==> config.mk <==
export PLATFORM = sky130hd
export DESIGN_NAME = coil_pwm_driver
export DESIGN_NICKNAME = d
export VERILOG_FILES = /design/src/rtl/coil_pwm_driver.sv
export SDC_FILE = /design/constraint.sdc
export NUM_CORES = 1
export LEC_CHECK = 0
export CORE_ASPECT_RATIO = 1.25
export CORE_MARGIN = 1
export CORE_UTILIZATION = 55
export CTS_BUF_LIST = sky130_fd_sc_hd__clkbuf_2
export DETAILED_ROUTE_END_ITERATION = 16
export GPL_TIMING_DRIVEN = 0
export PLACE_DENSITY = 0.85
export SLEW_MARGIN = 5
export SYNTH_ARGS = -nofsm -noshare
export SYNTH_HDL_FRONTEND = slang
export SYNTH_SLANG_ARGS = --single-unit
==> constraint.sdc <==
create_clock -name clk -period 3.38 [get_ports clk]
set_input_delay 0.507 -clock clk [delete_from_list [all_inputs] [get_ports clk]]
set_output_delay 0.507 -clock clk [all_outputs]
set_load 0.1 [all_outputs]
==> src/rtl/coil_pwm_driver.sv <==
// Stepper coil gate driver. Each coil change starts a full-strength BOOST window,
// then the drive drops to a reduced HOLD duty. Illegal patterns and en=0 blank the coils.
module coil_pwm_driver #(
    parameter int PWM_PERIOD   = 100,
    parameter int BOOST_DUTY   = 100,
    parameter int HOLD_DUTY    = 30,
    parameter int BOOST_CYCLES = 20000
) (
    input  logic       clk,
    input  logic       rst,
    input  logic [3:0] coils_in,
    input  logic       en,
    output logic [3:0] coils_out,
    output logic       boost,
    output logic       fault
);

    typedef enum logic [1:0] {
        ST_OFF   = 2'b00,
        ST_BOOST = 2'b01,
        ST_HOLD  = 2'b10
    } state_e;

    // A duty at or above the period is clamped to the period so it stays "always on" in 8 bits
    localparam logic [7:0]  PWM_LAST    = 8'(PWM_PERIOD - 1);
    localparam logic [7:0]  BOOST_DUTY8 = 8'((BOOST_DUTY >= PWM_PERIOD) ? PWM_PERIOD : BOOST_DUTY);
    localparam logic [7:0]  HOLD_DUTY8  = 8'((HOLD_DUTY >= PWM_PERIOD) ? PWM_PERIOD : HOLD_DUTY);
    localparam logic [15:0] BOOST_LOAD  = 16'(BOOST_CYCLES);

    state_e      state_q, state_d;
    logic [3:0]  coil_q, coil_d;
    logic [7:0]  pwm_cnt_q, pwm_cnt_d;
    logic [15:0] boost_cnt_q, boost_cnt_d;
    logic [7:0]  duty_q, duty_d;
    logic [3:0]  coils_out_q, coils_out_d;
    logic        fault_q, fault_d;

    logic        change;
    logic        boost_entry;
    logic        pwm_wrap;
    logic        pwm_on;

    always_ff @(posedge clk) begin
        if (rst) begin
            state_q     <= ST_OFF;
            coil_q      <= 4'b0000;
            pwm_cnt_q   <= 8'd0;
            boost_cnt_q <= 16'd0;
            duty_q      <= 8'd0;
            coils_out_q <= 4'b0000;
            fault_q     <= 1'b0;
        end else begin
            state_q     <= state_d;
            coil_q      <= coil_d;
            pwm_cnt_q   <= pwm_cnt_d;
            boost_cnt_q <= boost_cnt_d;
            duty_q      <= duty_d;
            coils_out_q <= coils_out_d;
            fault_q     <= fault_d;
        end
    end

    // Disable wins over a simultaneous step; a step on the last BOOST cycle reloads the window
    always_comb begin
        change      = en && (coils_in != coil_q);
        state_d     = state_q;
        boost_entry = 1'b0;
        if (!en) begin
            state_d = ST_OFF;
        end else begin
            unique case (state_q)
                ST_OFF: begin
                    state_d     = ST_BOOST;
                    boost_entry = 1'b1;
                end
                ST_BOOST: begin
                    if (change) begin
                        boost_entry = 1'b1;
                    end else if (boost_cnt_q == 16'd1) begin
                        state_d = ST_HOLD;
                    end
                end
                ST_HOLD: begin
                    if (change) begin
                        state_d     = ST_BOOST;
                        boost_entry = 1'b1;
                    end
                end
                default: state_d = ST_OFF;
            endcase
        end
    end

    // Duty only changes at a period wrap (or BOOST entry) so pulses are never truncated
    always_comb begin
        coil_d      = coils_in;
        pwm_wrap    = (pwm_cnt_q == PWM_LAST);
        pwm_cnt_d   = pwm_wrap ? 8'd0 : pwm_cnt_q + 8'd1;
        duty_d      = duty_q;
        boost_cnt_d = boost_cnt_q;
        if (boost_entry) begin
            pwm_cnt_d   = 8'd0;
            duty_d      = BOOST_DUTY8;
            boost_cnt_d = BOOST_LOAD;
        end else if (state_d == ST_OFF) begin
            pwm_cnt_d = 8'd0;
            duty_d    = 8'd0;
        end else begin
            if (state_q == ST_BOOST && boost_cnt_q != 16'd0) begin
                boost_cnt_d = boost_cnt_q - 16'd1;
            end
            if (pwm_wrap) begin
                duty_d = (state_d == ST_HOLD) ? HOLD_DUTY8 : BOOST_DUTY8;
            end
        end
    end

    always_comb begin
        pwm_on      = (pwm_cnt_q < duty_q);
        fault_d     = !((coil_q != 4'b0000) && ((coil_q & (coil_q - 4'd1)) == 4'b0000));
        coils_out_d = (state_q != ST_OFF && !fault_d && pwm_on) ? coil_q : 4'b0000;
        coils_out   = coils_out_q;
        boost       = (state_q == ST_BOOST);
        fault       = fault_q;
    end

endmodule
==> results.py <==
metrics = {
    "status": {
        "status": "finished clean",
    },
    "timing": {
        "min_period_over_period_pct": 87.5,
        "final.setup.tns_ns": 0,
        "slew_violations": 0,
        "fin_crit_ns": 2.96,
        "finalSetupViolCount": 0,
        "relSlewSlack_pct": 35.5,
        "rsz0062_at_grt": "false",
        "finClkSkew_ns": 0.0161,
        "fmax_ghz": 0.338,
        "hold_viol": 0,
        "tightest_slew_ns": 0.964,
    },
    "floorplan": {
        "io_pins": 13,
        "core_area_um2": 3450,
        "dieArea_um2": 3840,
        "rows": 24,
        "die_w_um": 55.7,
        "die_h_um": 69.1,
        "initial_core_util_pct": 57.3,
    },
    "final_layout": {
        "finalNetCount": 254,
        "fillCellCount": 304,
        "final_area_um2": 2180,
        "fin_util_pct": 63.2,
        "area_growth_pct": 10.3,
        "stdcell_count": 273,
        "antenna_cells": 0,
        "drive_gt1_share_pct": 8.97,
    },
    "logic_synthesis": {
        "ys_ff_latch": 38,
        "syn_inst": 215,
        "ys_seq_area_share_pct": 38.4,
        "async_flop_share_pct": 0,
        "synth_cell_types": 35,
        "synthTopCellsByArea": "dfxtp_1 (38%), ha_1 (8.2%), xnor2_1 (8.0%)",
        "yosys_most_used_dff": "dfxtp_1",
        "synth.most_common_cell": "dfxtp_1",
        "synth_warnings": 0,
        "syn_nets": 235,
        "yosysTopAreaCell": "dfxtp_1",
        "synth_edf_count": 0,
        "postSynthAreaPerCell_um2": 9.21,
        "syn_area_um2": 1980,
        "netlist.area_leader.share_pct": 38.4,
        "synth_commonest_cells": "dfxtp_1 (38), nor2_1 (26), xnor2_1 (18), inv_1 (14), ha_1 (13)",
    },
    "clock_network": {
        "cts_root_buf": "clkbuf_2",
        "cts_hold_buf": 0,
        "tritoncts": "done",
        "h-tree-depth": 2,
        "clock_path_buffers": 2,
        "cts_setup_buffers": 0,
        "clock_latency_ns": 0.39,
        "path_clk_slew_ns": 0.19,
        "numCtsBuffers": 5,
        "cts_sinks": 38,
        "ctsResizeCount": 0,
    },
    "drt": {
        "viasPerCell": 5.68,
        "drc": 0,
        "drtAntennaViolNets": 0,
        "num_vias": 1551,
        "drt_pre_antenna_iters": 4,
        "wl_per_cell_um": 13.4,
        "drt-initial-drc-count": 51,
        "wl_um": 3660,
    },
    "global_routing": {
        "antenna_found_initial": 0,
        "grt_pass1_wl_um": 6620,
        "grt_usage_pct": 21.2,
        "grt_max_degree": 12,
        "first_global_vias": 1585,
        "overflow": 0,
    },
    "placement": {
        "dpl.cell_count": 266,
        "place_congestion": 0.806,
        "hpwl_um": 2660,
        "placed_area_um2": 2150,
        "io_buffers": 12,
    },
    "critical_path": {
        "path_class": "reg2out",
        "r2r-end": "boost_cnt_q[10]",
        "regToRegStartpoint": "boost_cnt_q[2]",
        "cp_data_arrival_time_ns": 2.45,
        "ff2ff_path_depth": 8,
        "crit_path_end_kind": "primary output",
        "required_ns": 2.87,
        "endpoint": "boost",
        "crit_path_start_kind": "register",
        "crit_start": "state_q[0]",
        "cp_max_fo": 7,
        "regToRegSetupSlack_ns": 0.51,
    },
    "power_and_ir_drop": {
        "ir_drop_uv": 299,
        "p_leak_nw": 0.803,
        "p_per_area_nw_per_um2": 372,
        "power_w": 0.000813,
    },
    "flow_run": {
        "maxCapViolCount": 0,
    },
    "worst_hold_path": {
        "hp-class": "reg2reg",
        "whs_path_depth": 1,
    },
}
per-layer routing:
layer / GRT usage, % / share of wire (%) / vias to the layer above
li1: - / - / 786
met1: 22.4 / 44 / 730
met2: 39.6 / 51 / 27
met3: 5.25 / 3.3 / 8
met4: 8.06 / 1.9 / 0
met5: 0 / 0 / -
how the worst min path moves through the flow:
stage | from | end | slack (ns)
2_1_floorplan | pwm_cnt_q[0] | pwm_cnt_q[0] | 0.43
3_3_place_gp | pwm_cnt_q[0] | pwm_cnt_q[0] | 0.45
3_5_place_dp | pwm_cnt_q[0] | pwm_cnt_q[0] | 0.46
4_1_cts | boost_cnt_q[10] | boost_cnt_q[10] | 0.50
5_1_grt | pwm_cnt_q[0] | pwm_cnt_q[0] | 0.52
6_report | pwm_cnt_q[0] | pwm_cnt_q[0] | 0.49
power breakdown:
part           switching [W]  leakage, nW  total (W)  internal [W]
registers          0.0000135        0.310   0.000478      0.000464
logic              0.0000858        0.464   0.000145     0.0000590
clock network       0.000146       0.0286   0.000191     0.0000448
total               0.000245        0.803   0.000813      0.000568
state kept, by name, summed over array words and instances, names as in the netlist:
name and count:
duty_q 3, state_q 2, fault 1, coils_out 4, coil_q 4, boost_cnt_q 16
pwm_cnt_q 8
through the flow:
step	hold slack, ns	setup slack (ns)
2_1_floorplan	0.430	0.442
3_3_place_gp	0.446	0.176
3_5_place_dp	0.458	0.181
5_1_grt	0.520	0.314
4_1_cts	0.498	0.399
6_report	0.489	0.424
critical path, cell delays in order (launching register included):
cell,delay [ns]
dfxtp_1,0.46
ha_1,0.40
clkdlybuf4s50_1,1.20
cell type report:
type	count	area [um2]	share of cell area, %
Multi-Input combinational cell	154	1130	51.6
Sequential cell	38	761	34.8
Timing Repair Buffer	12	120	5.50
Inverter	14	52.6	2.41
Tap cell	39	48.8	2.23
Buffer	9	40.0	1.83
Clock buffer	5	25.0	1.15
Clock inverter	2	10.0	0.458
layout by cell type, fill, tap and decap left out, drive strengths merged, types with 5 or more instances in the layout:
cell type,count
or4,7
o21ai,5
a21o,6
buf,5
xor2,7
and2,6
clkbuf,9
a21oi,11
nor2b,5
nor2,26
or3,5
xnor2,18
a2111oi,5
dfxtp,38
ha,13
nand2,6
clkdlybuf4s50,12
inv,14
a211oi,9
kinds of logic (layout without fill, tap and decap cells):
kind of cell	after synthesis	after routing	share of synthesized area (%)
fa+ha+maj	13	13	8.22
simple gates	70	70	19.0
flops	38	38	38.4
buf+inv	23	42	4.68
mux	1	1	0.506
xor+xnor	25	25	11.1
compound gates	45	45	18.1
(Power assumes the default switching activity.)
